**config.mk**
```make
export PLATFORM = sky130hd
export DESIGN_NAME = multicycle_control_unit
export DESIGN_NICKNAME = d
export VERILOG_FILES = /design/src/rtl/multicycle_control_unit_pkg.sv /design/src/rtl/mcu_output_decode.sv /design/src/rtl/multicycle_control_unit.sv
export SDC_FILE = /design/constraint.sdc
export NUM_CORES = 1
export LEC_CHECK = 0
export ABC_AREA = 1
export CORE_ASPECT_RATIO = 0.9
export CORE_MARGIN = 2
export CORE_UTILIZATION = 49
export DETAILED_ROUTE_END_ITERATION = 6
export PLACE_DENSITY = 0.81
export REMOVE_ABC_BUFFERS = 1
export SLEW_MARGIN = 20
export SYNTH_ARGS = -nofsm -noshare
export SYNTH_HDL_FRONTEND = slang
export SYNTH_SLANG_ARGS = --single-unit
export TNS_END_PERCENT = 10
```
**constraint.sdc**
```tcl
create_clock -name clk -period 2.1 [get_ports clk]
set_clock_uncertainty 0.1 [all_clocks]
set_input_delay 0.42 -clock clk [delete_from_list [all_inputs] [get_ports clk]]
set_output_delay 0.42 -clock clk [all_outputs]
set_load 0.05 [all_outputs]
```
**src/rtl/multicycle_control_unit_pkg.sv**
```systemverilog
// multicycle_control_unit_pkg: opcodes, FSM states, datapath select codes and control bundle
package multicycle_control_unit_pkg;
  typedef enum logic [2:0] {OP_LW, OP_SW, OP_ADD, OP_ADDI, OP_SUB, OP_JMP, OP_BEQ, OP_HALT} opcode_e;
  typedef enum logic [3:0] {
    S_IDLE, S_FETCH, S_DECODE, S_MEMADDR, S_MEMRD, S_WB_MEM, S_MEMWR,
    S_EXEC_R, S_EXEC_I, S_WB_ALU, S_BRANCH, S_JUMP, S_HALT, S_TRAP
  } state_e;
  localparam logic [1:0] ALU_ADD = 2'b00, ALU_CMP = 2'b01, ALU_SUB = 2'b10;
  localparam logic [1:0] PCSRC_ALU = 2'b00, PCSRC_OUT = 2'b01, PCSRC_JMP = 2'b10;
  localparam logic [1:0] SRCB_REG = 2'b00, SRCB_ONE = 2'b01, SRCB_IMM = 2'b10, SRCB_OFF = 2'b11;
  typedef struct packed {
    logic       pc_write;
    logic       pc_write_cond;
    logic [1:0] pc_src;
    logic       iord;
    logic       ir_write;
    logic       reg_dst;
    logic       reg_write;
    logic       mem_read;
    logic       mem_write;
    logic       mem_to_reg;
    logic       alu_src_a;
    logic [1:0] alu_src_b;
    logic [1:0] alu_op;
    logic       halted;
    logic       illegal;
  } ctrl_t;
  function automatic state_e decode_next(input opcode_e op);
    case (op)
      OP_LW, OP_SW:   return S_MEMADDR;
      OP_ADD, OP_SUB: return S_EXEC_R;
      OP_ADDI:        return S_EXEC_I;
      OP_BEQ:         return S_BRANCH;
      OP_JMP:         return S_JUMP;
      default:        return S_HALT;
    endcase
  endfunction
endpackage

```
**src/rtl/mcu_output_decode.sv**
```systemverilog
// mcu_output_decode: Moore control decode from state and latched opcode; fetch writes gated by mem_ready
module mcu_output_decode
  import multicycle_control_unit_pkg::*;
(
  input  state_e  state,
  input  opcode_e op_q,
  input  logic    mem_ready,
  output ctrl_t   ctrl
);
  always_comb begin
    ctrl = '0;
    case (state)
      S_FETCH: begin
        ctrl.mem_read = 1'b1;
        ctrl.pc_src = PCSRC_ALU;
        ctrl.alu_src_b = SRCB_ONE;
        ctrl.alu_op = ALU_ADD;
        ctrl.ir_write = mem_ready;
        ctrl.pc_write = mem_ready;
      end
      S_DECODE: begin
        ctrl.alu_src_b = SRCB_OFF;
        ctrl.alu_op = ALU_ADD;
      end
      S_MEMADDR, S_EXEC_I: begin
        ctrl.alu_src_a = 1'b1;
        ctrl.alu_src_b = SRCB_IMM;
      end
      S_MEMRD: begin
        ctrl.mem_read = 1'b1;
        ctrl.iord = 1'b1;
      end
      S_WB_MEM: begin
        ctrl.reg_write = 1'b1;
        ctrl.mem_to_reg = 1'b1;
      end
      S_MEMWR: begin
        ctrl.mem_write = 1'b1;
        ctrl.iord = 1'b1;
      end
      S_EXEC_R: begin
        ctrl.alu_src_a = 1'b1;
        ctrl.alu_src_b = SRCB_REG;
        ctrl.alu_op = op_q == OP_SUB ? ALU_SUB : ALU_ADD;
      end
      S_WB_ALU: begin
        ctrl.reg_write = 1'b1;
        ctrl.reg_dst = op_q != OP_ADDI;
      end
      S_BRANCH: begin
        ctrl.alu_src_a = 1'b1;
        ctrl.alu_src_b = SRCB_REG;
        ctrl.alu_op = ALU_CMP;
        ctrl.pc_write_cond = 1'b1;
        ctrl.pc_src = PCSRC_OUT;
      end
      S_JUMP: begin
        ctrl.pc_write = 1'b1;
        ctrl.pc_src = PCSRC_JMP;
      end
      S_HALT: ctrl.halted = 1'b1;
      S_TRAP: ctrl.illegal = 1'b1;
      default: ;
    endcase
  end
endmodule

```
**src/rtl/multicycle_control_unit.sv**
```systemverilog
// multicycle_control_unit: multi-cycle instruction sequencer with memory handshake and retire counter
module multicycle_control_unit
  import multicycle_control_unit_pkg::*;
#(
  parameter int OPCODE_W = 3,
  parameter int ALUOP_W  = 2,
  parameter int CNT_W    = 16
) (
  input  logic                clk,
  input  logic                rst_n,
  input  logic                start,
  input  logic [OPCODE_W-1:0] opcode,
  input  logic                mem_ready,
  output logic                PCWrite,
  output logic                PCWriteCond,
  output logic [1:0]          PCSrc,
  output logic                IorD,
  output logic                IRWrite,
  output logic                RegDst,
  output logic                RegWrite,
  output logic                MemRead,
  output logic                MemWrite,
  output logic                MemtoReg,
  output logic                ALUSrcA,
  output logic [1:0]          ALUSrcB,
  output logic [ALUOP_W-1:0]  ALUOp,
  output logic                halted,
  output logic                illegal,
  output logic [CNT_W-1:0]    retired,
  output logic [3:0]          state_o
);
  state_e state, next;
  opcode_e op_q;
  ctrl_t ctrl;
  logic [31:0] op_ext;
  logic retire;
  assign op_ext = 32'(opcode);
  always_comb begin
    next = state;
    case (state)
      S_IDLE:    next = start ? S_FETCH : S_IDLE;
      S_FETCH:   next = mem_ready ? S_DECODE : S_FETCH;
      S_DECODE:  next = op_ext > 32'd7 ? S_TRAP : decode_next(opcode_e'(opcode[2:0]));
      S_MEMADDR: next = op_q == OP_LW ? S_MEMRD : S_MEMWR;
      S_MEMRD:   next = mem_ready ? S_WB_MEM : S_MEMRD;
      S_MEMWR:   next = mem_ready ? S_FETCH : S_MEMWR;
      S_EXEC_R, S_EXEC_I: next = S_WB_ALU;
      S_WB_MEM, S_WB_ALU, S_BRANCH, S_JUMP: next = S_FETCH;
      default:   next = state;
    endcase
  end
  // every completed instruction returns to FETCH from a non-fetch state; halt retires on entry
  assign retire = (next == S_FETCH && state != S_FETCH && state != S_IDLE) ||
                  (next == S_HALT && state == S_DECODE);
  always_ff @(posedge clk or negedge rst_n) begin
    if (!rst_n) begin
      state <= S_IDLE;
      op_q <= OP_LW;
      retired <= '0;
    end else begin
      state <= next;
      if (state == S_DECODE) op_q <= opcode_e'(opcode[2:0]);
      if (retire) retired <= retired + CNT_W'(1);
    end
  end
  mcu_output_decode u_decode (
    .state(state),
    .op_q(op_q),
    .mem_ready(mem_ready),
    .ctrl(ctrl)
  );
  assign PCWrite = ctrl.pc_write;
  assign PCWriteCond = ctrl.pc_write_cond;
  assign PCSrc = ctrl.pc_src;
  assign IorD = ctrl.iord;
  assign IRWrite = ctrl.ir_write;
  assign RegDst = ctrl.reg_dst;
  assign RegWrite = ctrl.reg_write;
  assign MemRead = ctrl.mem_read;
  assign MemWrite = ctrl.mem_write;
  assign MemtoReg = ctrl.mem_to_reg;
  assign ALUSrcA = ctrl.alu_src_a;
  assign ALUSrcB = ctrl.alu_src_b;
  assign ALUOp = ALUOP_W'(ctrl.alu_op);
  assign halted = ctrl.halted;
  assign illegal = ctrl.illegal;
  assign state_o = state;
endmodule

```
---- Word level (Yosys, flattened, before mapping) ----
Index checks and enable logic that the tools add are counted.
word-level totals
  bits of input ports ..................... 7
  word-level logic and storage cells ...... 70
  register bits after elaboration ......... 23
  output and inout port bits .............. 38
operators by class
  $add $sub $neg .......................... 1
  order comparisons ....................... 1
  eq/ne operators ......................... 24
  multiplexer cells ....................... 24
  reduce and logical (&&, ||, !) cells .... 17
operator list
  cell                     number
  $pmux W4 S8              1
  $eq A4 B4 Y1 const B     7
  $pmux W4 S5              1
  $add A16 B1 Y16 const B  1
  $eq A4 B3 Y1 const B     4
  $reduce_or A2 Y1         7
  $mux W1                  13
  $eq A3 B3 Y1 const B     4
  $eq A4 B1 Y1 const B     2
  $eq A4 B2 Y1 const B     2
  $pmux W2 S2              2
  $reduce_or A4 Y1         2
  $eq A3 B2 Y1 const B     2
  $logic_not A3 Y1         2
  $mux W2                  3
  $pmux W2 S3              1
  $logic_not A4 Y1         1
  $mux W4                  1
  $ne A4 B1 Y1 const B     1
  $reduce_bool A4 Y1       1
  $eq A3 B1 Y1 const B     1
  $gt A3 B3 Y1 const B     1
  $logic_and A1 B1 Y1      3
  $mux W3                  1
  other kinds (3)          3

---- Longest topological paths before layout ----
Gate-level depths: netlist (run 1).
  depth after elaboration ................. 9
  depth in mapped cells ................... 12
  mapped depth without buffers ............ 11

---- By module ----
Synthesis (run 1) repeated with hierarchy kept, for this count alone.
second synthesis, totals
  cell total of the unflattened synthesis .. 266
  area total of the unflattened synthesis .. 1764.2 um2
by module, submodules not included
  module                   area each (um2)  cells an instance  times used  sequential area each (um2)
  multicycle_control_unit  1556.5           222                1           575.6
  mcu_output_decode        207.7            44                 1           0.0

---- Worst setup path after synthesis (run 1) ----
Ideal clock, no wire load.
  kind .................................... flip-flop to output port
  from .................................... register state[3] (netlist: state_o[3])
  to ...................................... output port RegDst
  path slack .............................. -0.667 ns
  cell stages (with the launch flop) ...... 3
  data required time ...................... 1.580 ns
  arrival time ............................ 2.247 ns
  path buffers ............................ 0
  path through ............................ dfrtp_1 -> nand2_1 -> a311oi_1
on the way
  word-level cells in the longest chain between the ends .. 2
ends and longest elaborated chain
  item                    RTL line                       source
  from (decl)             multicycle_control_unit.sv:32  state_e state, next;
  from (signal assigned)  multicycle_control_unit.sv:61  state <= next;
  $eq A4 B4 Y1            mcu_output_decode.sv:12        case (state)
  $mux W1                 mcu_output_decode.sv:12
  to (decl)               multicycle_control_unit.sv:19  output logic RegDst,
No other way between the ends.

---- Final worst setup path (run 1) ----
  from .................................... register state[1] (netlist: state_o[1])
  to ...................................... output port ALUSrcA
on the way
  word-level cells in the longest chain between the ends .. 3
  elaborated cells between the ends (all ways) .. 6
  classes of those cells .................. 4 x eq/ne; 1 x mux; 1 x reduce/logical
ends and longest elaborated chain
  item                                  RTL line                       source
  $eq A4 B3 Y1 (tied with other cells)  mcu_output_decode.sv:12
  $reduce_or A4 Y1 (no line) *          --
  $mux W1 *                             mcu_output_decode.sv:12
  to (decl)                             multicycle_control_unit.sv:24  output logic ALUSrcA,
Every way passes the cells marked *; elsewhere a longest branch is shown, timed or not.

==> results.md, run 1 <==
- Reg power frac: between 10% and 20%
- Post-route clock period utilization: 98.6%
- Starting density of the core: about half
- Worst VDD drop: between 0.9 and 1 mV
- Layout Nets: slightly above 300
- Slew headroom: approximately 67%
- Buffers from clock root to sink, at most: 2
- Floorplan die area: between 0.003 and 0.004 mm2
- Register area share after synthesis: ~34%
- Worst reg2reg path startpoint: state_o[1]
- Synthesized netlist cell count: ~250
- Combinational power share: between 70 and 80%
- Final instance area: around 0.0025 mm2
- Wirelength, routed: 4570 um
- Number of max-slew violations in the final report: 0
- Synth top cells by count: 79 x nand2_1, 28 x nor2_1, 27 x inv_1
- Routability Congestion: about 1
- Maximum fanout count along the critical path: 6
- Number of buffers added by the clock tree synthesis step: 3
- DR vias: approximately 1800
- Pin count of the biggest net entering global routing: 24
- Hold violation count in the final report: 0
- Top cells by area, synth: dfrtp_1 34%, nand2_1 17%, nand4_1 6.6%
- Switching component of the power: roughly 2200 uW
- Syn avg cell area: just under 7 um2
- Synthesized cell area: 0.00170 mm2
- Slowest cell on the critical path: dfrtp_2
- Cell seen most often among critical-path stages: nand2_2
- Reg2reg setup slack: between 0.15 and 0.2 ns
- Number of max-capacitance violations reported: 0
- Count of unresolved DRC violations after routing: 0
- Antenna violations before repair: 0
- WL/cell: 13.2 um
- First-pass GRT wire length: approximately 7500 um
- Cts-stage hold buffer count: 0
- Unrepaired setup endpoints after global routing: yes
- Yosys warns: 0
- Antenna Cells: 0
- Critical path cell sequence: nand2_2 -> inv_1 -> nand2_2 -> inv_2 -> nor2_1 -> nand3b_1 -> buf_12
- Share of post-route cells with drive strength above 1: between 20% and 30%
- Area grow syn2layout: 45.9%
- Synthesis-stage register bit count: 23
- CP endpoint kind: output pin
- Residual overflow from global routing: 0
- GRT Util Overall: 24.9%
- Post-layout minimum cycle time: between 2 and 2.5 ns
- CTS HTree Levels: 1
- Fraction of power spent switching nets: between 50% and 60%
- HPWL Detailed: approximately 3500 um
- Clock Root Buffer: clkbuf_8
- Post-synth ARST share: 100%
- Number of setup violations in the final report: 0
- Crit path largest cell delay: roughly 0.47 ns
- Clock transition at the register clock pins on the worst setup and hold paths after CTS: ~0.07 ns
- Critical path arrival: between 1.5 and 2 ns
- Worst r2r path cells: 12
- Die X: ~66 um
- Most instantiated flip-flop cell in the synthesis netlist: dfrtp_1
- Layout Cells excl Fill: 346
- Core ar.: between 0.003 and 0.004 mm2
- Number of buffers inserted by port buffering: 44
- Path category of the worst min-delay check: in2async
- CTS tree: built
- Pwr dens: around 1600 mW/mm2
- Number of buffers and inverters on the critical path: 3
- Startpoint class of the critical path: flip-flop
- Clock network latency to the later pin of the worst-skew pair: about 0.26 ns
- Setup slack after placement: -0.0551 ns
- Leading area contributor after synthesis: dfrtp_1
- Class of the most critical setup path: reg2out
- Number of distinct library cells after synthesis: 27
- Final setup slack of the worst path: between 0.02 and 0.03 ns
- Crit-path leading delay family: simple AND/OR/NAND/NOR gates
- Static Leakage: roughly 0.0012 uW
- DRT Pass-1 Iters: 4
- Total number of clock tree sinks: 23
- # placed instances: about 340
- Clock share of power: 6.7%
- Cell with the most instances after synthesis: nand2_1
- I/O pin count: 45
- Result of the run: complete, no violations
- Internal Dissipation: 1820 uW
- Highest attainable clock frequency: just under 500 MHz
- Via count of the first global-routing pass: 1648
- Area after DPL: between 0.002 and 0.0025 mm2
- EDFF count, synth: 0
- Power, Total: 3990 uW
- Height of the chip: between 50 and 60 um
- Antenna violation net count after detailed routing: 0
- Area share of the leading cell type in the synthesized netlist: 33.9%
- Transition at the pin with the smallest max-transition slack: 0.493 ns
- Required time of the critical path: between 1.5 and 2 ns
- Endpoint of the worst register-to-register path: retired[11]
- Via density: 5.27
- Initial drt markers: around 190
- Cell Rows: 20
- Final design utilization: ~74%
[worst reg2reg max path, cell delays in order, from the launching register on]
cell,delay (ns)
dfrtp_2,0.47
buf_4,0.16
nand2_2,0.09
nor2_4,0.06
buf_4,0.15
nand2_1,0.07
nand3_1,0.09
nand2_2,0.12
inv_2,0.07
nand2_4,0.10
nand3_4,0.19
nand2_1,0.11
nand2_1,0.05
[power by group through the flow]
stage	clock network, uW	logic [uW]	registers (uW)
2_1_floorplan	0	1470	909
3_3_place_gp	0	2860	691
3_5_place_dp	0	2900	699
4_1_cts	277	2920	705
5_1_grt	289	3200	722
6_report	268	3010	709
[kinds of logic (layout without fill, tap and decap cells)]
| family | after synthesis | after routing | share of synthesized area [%] |
|---|---|---|---|
| adders and majority gates | 1 | 1 | 0.736 |
| AOI/OAI and AO/OA | 11 | 11 | 4.12 |
| DFF | 23 | 23 | 33.9 |
| xor gates and xnor gates | 12 | 12 | 6.19 |
| buffers and inverters | 38 | 93 | 9.79 |
| and+or+nand+nor | 162 | 162 | 45.3 |
[final cells by class]
cell class | instances | area, um2
multi-input combinational | 186 | 983
timing repair buffer | 57 | 696
tap | 44 | 55.1
inverter | 32 | 120
clock buffer | 4 | 45.0
fill | 260 | 875
sequential | 23 | 579
[layout by cell type (no fill, tap or decap), drive strengths merged]
cell / instances
clkdlybuf4s50: 12
nand3: 18
nand2: 87
nor2: 31
nand4: 18
xnor2: 5
o21ai: 7
a21oi: 3
nand3b: 1
inv: 32
nor3: 6
or2: 1
xor2: 7
clkbuf: 4
buf: 45
ha: 1
dfrtp: 23
a311oi: 1
[stage by stage]
| step | TNS, ns | hold slack [ns] |
|---|---|---|
| 6_report | 0 | 0.404 |
| 5_1_grt | -0.115 | 0.426 |
| 4_1_cts | -0.000371 | 0.413 |
| 3_5_place_dp | -0.740 | 0.396 |
| 3_3_place_gp | -0.0921 | 0.384 |
| 2_1_floorplan | -8.08 | 0.0244 |
[how the worst max path moves through the flow]
stage,startpoint,endpoint,cells past startpoint
final,state_o[1],ALUSrcA,7
after CTS,state_o[1],ALUSrcA,6
after floorplan,state_o[3],ALUSrcA,3
after global placement,opcode[0],retired[14],11
after global routing,state_o[1],ALUSrcA,7
after detailed placement,opcode[1],retired[15],10
[timing repair]
action                                  CTS  global route
setup buffers                             0             4
hold endpoints to repair                  0             0
pin swaps                                 2             1
endpoints found under the setup margin    5             6
gates resized for setup                   7             3
[flip-flops by register name, summed over array words and instances, names as in the netlist]
| name | cells |
|---|---|
| state_o | 4 |
| op_q | 3 |
| retired | 16 |
[metal layers]
layer / track usage (%) / part of all wire, % / wire (um) / vias to the layer above
met3: 6.03 / 7.4 / 336 / 2
li1: - / - / - / 897
met5: 0 / 0 / 0 / -
met1: 34.0 / 46 / 2090 / 858
met2: 41.6 / 47 / 2130 / 66
met4: 3.50 / 0.26 / 12 / 0
Power figures use the tool's default switching activity.
==> run 2, diff against run 1 <==
--- a/config.mk
+++ b/config.mk
@@ -8,9 +8,9 @@
 export ABC_AREA = 1
 export CORE_ASPECT_RATIO = 0.9
 export CORE_MARGIN = 2
-export CORE_UTILIZATION = 49
+export CORE_UTILIZATION = 45
 export DETAILED_ROUTE_END_ITERATION = 6
-export PLACE_DENSITY = 0.81
+export PLACE_DENSITY = 0.75
 export REMOVE_ABC_BUFFERS = 1
 export SLEW_MARGIN = 20
 export SYNTH_ARGS = -nofsm -noshare
==> results.md, run 2 (synthesized netlist as in run 1, its figures left out) <==
- Fraction of power spent switching nets: 54.3% (-0.075 points)
- Buffers from clock root to sink, at most: 2 (unchanged)
- Final instance area: 0.00248 mm2 (-0.10%)
- Core ar.: 0.00368 mm2 (+9.7%)
- Static Leakage: 0.00125 uW (+0.13%)
- Residual overflow from global routing: 0 (unchanged)
- Count of unresolved DRC violations after routing: 0 (unchanged)
- Routability Congestion: 0.969 (-3.4%)
- Cell Rows: 21 (+5.0%)
- Cts-stage hold buffer count: 0 (unchanged)
- Required time of the critical path: 1.58 ns (about the same)
- Number of max-slew violations in the final report: 0 (unchanged)
- Pin count of the biggest net entering global routing: 24 (unchanged)
- Total length of routed met2 wires: 2010 um (-5.9%)
- Post-layout minimum cycle time: 2.03 ns (-0.0437 ns)
- Antenna violations before repair: 0 (unchanged)
- Total number of clock tree sinks: 23 (unchanged)
- Pwr dens: 1590 mW/mm2 (-1.3%)
- Number of setup violations in the final report: 0 (unchanged)
- Switching component of the power: 2130 uW (-1.5%)
- Number of max-capacitance violations reported: 0 (unchanged)
- Result of the run: complete, no violations
- Class of the most critical setup path: reg2out
- Area grow syn2layout: 45.7%
- First-pass GRT wire length: 7470 um (-0.91%)
- Sequential cell area: 578 um2 (-0.22%)
- Wirelength, routed: 4420 um (-3.2%)
- DR vias: 1798 (-1.4%)
- DRT Pass-1 Iters: 5 (+1)
- Setup TNS: 0 ns (unchanged)
- Top layer reached by signal wires: met4
- I/O pin count: 45 (unchanged)
- Max reg flops: 16 (unchanged)
- Antenna Cells: 0 (unchanged)
- Area after DPL: 0.00236 mm2 (-0.53%)
- WL/cell: 12.7 um (-3.5%)
- Height of the chip: 62.3 um (+4.1%)
- GRT Util Overall: 22.3% (-2.5 points)
- Path category of the worst min-delay check: in2async
- Slew headroom: 66.7% (-0.37 points)
- Number of buffers inserted by port buffering: 44 (unchanged)
- Number of buffers and inverters on the critical path: 2 (-1)
- Reg power frac: 17.4% (-0.4 points)
- Critical path arrival: 1.51 ns (-0.04 ns)
- Clock transition at the register clock pins on the worst setup and hold paths after CTS: 0.08 ns (about the same)
- CTS HTree Levels: 1 (unchanged)
- Internal Dissipation: 1800 uW (-1.2%)
- Wl on met1: 2090 um (+0.24%)
- Combinational power share: 75.7% (+0.2 points)
- Highest attainable clock frequency: 493 MHz (+2.2%)
- Crit path largest cell delay: 0.45 ns (-0.02 ns)
- Largest Register: retired
- Clock share of power: 6.9% (+0.2 points)
- HPWL Detailed: 3430 um (-1.7%)
- Clock network latency to the later pin of the worst-skew pair: 0.26 ns (about the same)
- Startpoint class of the critical path: flip-flop
- Met3 wirelength from detailed routing: 282 um (-16%)
- Transition at the pin with the smallest max-transition slack: 0.498 ns (+0.00550 ns)
- Die X: 68.8 um (+4.1%)
- Commonest non-fill, non-tap cells in the layout: 77 x nand2_1, 27 x inv_1, 27 x nor2_1, 25 x buf_4, 21 x dfrtp_1
- Via count of the first global-routing pass: 1616 (-1.9%)
- Crit-path leading delay family: flip-flops
- CP endpoint kind: output pin
- Starting density of the core: 46.2% (-4.5 points)
- Layout Nets: 310 (-0.32%)
- Floorplan die area: 0.00428 mm2 (+8.3%)
- Antenna violation net count after detailed routing: 0 (unchanged)
- Critical path cell sequence: inv_2 -> nand2_2 -> nor2_4 -> nand2_4 -> o21ai_0 -> buf_12
- Most common cell after layout, fill and taps aside: nand2_1
- Footprint of the multi-input gates: 987 um2 (+0.38%)
- Number of buffers added by the clock tree synthesis step: 3 (unchanged)
- Via density: 5.18 (-1.7%)
- Maximum fanout count along the critical path: 6 (unchanged)
- Reg2reg setup slack: 0.23 ns (+0.06 ns)
- Worst VDD drop: 0.844 mV (-15%)
- Initial drt markers: 192 (+2.7%)
- Clock Root Buffer: clkbuf_8
- Share of post-route cells with drive strength above 1: 24.9% (-0.91 points)
- Filler instances: 318 (+22%)
- Slowest cell on the critical path: dfrtp_2
- Hold violation count in the final report: 0 (unchanged)
- Post-route clock period utilization: 96.6% (-2.1 points)
- CTS tree: built
## run 2: metal layers
metal  vias to the layer above  global-route usage (%)
li1                        896                       -
met1                       831                    33.6
met2                        65                    32.8
met3                         6                    4.17
met4                         0                    5.64
met5                         -                       0
## run 2: worst register-to-register path, stage by stage (launching register included)
cell	delay, ns
dfrtp_1	0.50
inv_2	0.09
nand2_4	0.11
nor2_4	0.05
buf_4	0.14
nand3_2	0.07
nand2_1	0.07
nor2_1	0.09
nand2_1	0.09
nand2_4	0.09
nand3_4	0.18
nand2_1	0.12
nand2_1	0.05
## run 2: power by group through the flow
stage / clock network, uW / logic [uW] / registers [uW]
6_report: 270 / 2980 / 685
5_1_grt: 297 / 3180 / 703
4_1_cts: 280 / 2880 / 690
3_5_place_dp: 0 / 2860 / 696
3_3_place_gp: 0 / 2820 / 692
2_1_floorplan: 0 / 1470 / 909
## run 2: final cells by class
cell class	instances	area share, %
multi-input combinational	186	39.9
clock buffer	4	1.82
timing repair buffer	56	27.8
inverter	32	4.85
sequential	23	23.3
tap	46	2.32
## run 2: what timing repair did
action                                  CTS  global route
gates resized for setup                   3             7
endpoints found under the setup margin    5            10
buffers inserted                          0             5
pin swaps                                 1             2
## run 2: path summary, 6_finish.rpt
kind                              from           to  depth (start not counted)
max                         state_o[1]      PCWrite                          6
min                              rst_n   retired[9]                          2
max reg2reg                 state_o[3]   retired[0]                         12
min reg2reg                retired[14]  retired[14]                          2
max in group asynchronous        rst_n   state_o[0]                          2
min in group clk           retired[14]  retired[14]                          2
## run 2: through the flow
step	worst slack (ns)	hold WS, ns	total power (uW)	cells	utilization [%]
global placement	-0.0172	0.385	3520	338	64.2
global route	-0.0133	0.452	4180	347	67.3
floorplan	-1.87	0.0244	2380	241	-
CTS	0.00805	0.410	3850	342	65.9
finish	0.0724	0.403	3930	347	67.3
detailed placement	-0.0770	0.405	3550	338	64.2
==> run 3, diff against run 2 <==
--- a/config.mk
+++ b/config.mk
@@ -12,6 +12,7 @@
 export DETAILED_ROUTE_END_ITERATION = 6
 export PLACE_DENSITY = 0.75
 export REMOVE_ABC_BUFFERS = 1
+export SKIP_CTS_REPAIR_TIMING = 1
 export SLEW_MARGIN = 20
 export SYNTH_ARGS = -nofsm -noshare
 export SYNTH_HDL_FRONTEND = slang
==> results.md, run 3 (synthesized netlist as in run 1, its figures left out) <==
- Transition at the pin with the smallest max-transition slack: 0.497 ns (-0.000983 ns)
- Result of the run: complete, no violations
- Largest Register: retired
- DRT Pass-1 Iters: 4 (-1)
- Final design utilization: 67.1% (-0.17 points)
- Cell Rows: 21 (unchanged)
- Antenna violation net count after detailed routing: 0 (unchanged)
- Met3 layer usage reported by global route: 4.17% (unchanged)
- Number of buffers and inverters on the critical path: 1 (-1)
- First-pass GRT wire length: 7390 um (-1.1%)
- Worst r2r path cells: 10 (-2)
- Antenna violations before repair: 0 (unchanged)
- Power, Total: 3920 uW (-0.27%)
- Layout Nets: 310 (unchanged)
- Post-route clock period utilization: 96.6% (about the same)
- Commonest non-fill, non-tap cells in the layout: 77 x nand2_1, 27 x inv_1, 27 x nor2_1, 25 x buf_4, 21 x dfrtp_1
- Slowest cell on the critical path: clkdlybuf4s50_1
- I/O pin count: 45 (unchanged)
- Startpoint class of the critical path: flip-flop
- WL/cell: 12.7 um (-0.38%)
- Critical path arrival: 1.51 ns (about the same)
- Final setup slack of the worst path: 0.0722 ns (-0.000168 ns)
- Floorplan die area: 0.00428 mm2 (unchanged)
- Routability Congestion: 0.969 (unchanged)
- Most common cell after layout, fill and taps aside: nand2_1
- Antenna Cells: 0 (unchanged)
- Worst VDD drop: 0.843 mV (-0.17%)
- Setup TNS: 0 ns (unchanged)
- Total number of clock tree sinks: 23 (unchanged)
- Post-layout minimum cycle time: 2.03 ns (+0.000168 ns)
- Clock network latency to the later pin of the worst-skew pair: 0.26 ns (about the same)
- Path category of the worst min-delay check: in2async
- Required time of the critical path: 1.58 ns (about the same)
- CTS tree: built
- Initial drt markers: 172 (-10%)
- Number of buffers inserted by port buffering: 44 (unchanged)
- WP depth: 1 (-5)
- Met2 capacity usage during global routing: 31.9% (-0.96 points)
- Starting density of the core: 46.2% (unchanged)
- Crit path largest cell delay: 0.83 ns (+0.38 ns)
- Share of post-route cells with drive strength above 1: 24.9% (unchanged)
- Global routing usage on met1: 33.8% (+0.12 points)
- CTS HTree Levels: 1 (unchanged)
- Number of max-capacitance violations reported: 0 (unchanged)
- Highest attainable clock frequency: 493 MHz (about the same)
- HPWL Detailed: 3430 um (unchanged)
- Number of max-slew violations in the final report: 0 (unchanged)
- Buffers from clock root to sink, at most: 2 (unchanged)
- Count of unresolved DRC violations after routing: 0 (unchanged)
- Crit-path leading delay family: buffers and inverters
- Number of setup violations in the final report: 0 (unchanged)
- Static Leakage: 0.00124 uW (-0.37%)
- Clock transition at the register clock pins on the worst setup and hold paths after CTS: 0.08 ns (about the same)
- Residual overflow from global routing: 0 (unchanged)
- CP endpoint kind: output pin
- Die X: 68.8 um (unchanged)
- Clock Root Buffer: clkbuf_8
- Hold violation count in the final report: 0 (unchanged)
- DR vias: 1801 (+0.17%)
- Max reg flops: 16 (unchanged)
- Via count of the first global-routing pass: 1602 (-0.87%)
- GRT Util Overall: 22.1% (-0.26 points)
- Number of buffers added by the clock tree synthesis step: 3 (unchanged)
- Slew headroom: 66.8% (about the same)
- Via density: 5.19 (+0.17%)
- Most Crowded Layer GR: met1
- Setup slack after placement: -0.0770 ns (unchanged)
- Area grow syn2layout: 45.4%
- Core ar.: 0.00368 mm2 (unchanged)
- Class of the most critical setup path: reg2out
- Wirelength, routed: 4400 um (-0.38%)
- Pwr dens: 1590 mW/mm2 (about the same)
- Height of the chip: 62.3 um (unchanged)
- Critical path cell sequence: clkdlybuf4s50_1
- Pin count of the biggest net entering global routing: 24 (unchanged)
- Maximum fanout count along the critical path: 4 (-2)
run 3: routing by layer:
metal	vias to the layer above	wire length (um)
li1	897	-
met5	-	0
met3	8	278
met2	59	1990
met1	837	2090
met4	0	44
run 3: final cells by class:
class                      instances  area (um2)
inverter                          32         120
sequential                        23         578
clock buffer                       4        45.0
fill                             320        1210
multi-input combinational        186         981
tap                               46        57.6
timing repair buffer              56         688
run 3: per-stage QoR:
| stage | cell area, um2 | hold slack [ns] | std cells |
|---|---|---|---|
| final | 2470 | 0.401 | 347 |
| after global routing | 2470 | 0.452 | 347 |
| after CTS | 2410 | 0.410 | 342 |
| after detailed placement | 2360 | 0.405 | 338 |
| after global placement | 2360 | 0.385 | 338 |
| after floorplan | 1650 | 0.0244 | 241 |
run 3: path summary, 6_finish.rpt:
kind,from,to,slack (ns)
setup / recovery,state_o[2],state_o[2],0.07
hold / removal,rst_n,retired[9],0.40
setup reg to reg,state_o[3],retired[0],0.22
hold reg to reg,retired[14],retired[14],0.43
max in group asynchronous,rst_n,state_o[0],1.26
min in group clk,retired[14],retired[14],0.43
run 3: power breakdown:
| group | internal, uW | switching, uW |
|---|---|---|
| Combinational | 1110 | 1850 |
| Clock | 135 | 137 |
| Sequential | 552 | 134 |
| Total | 1800 | 2130 |
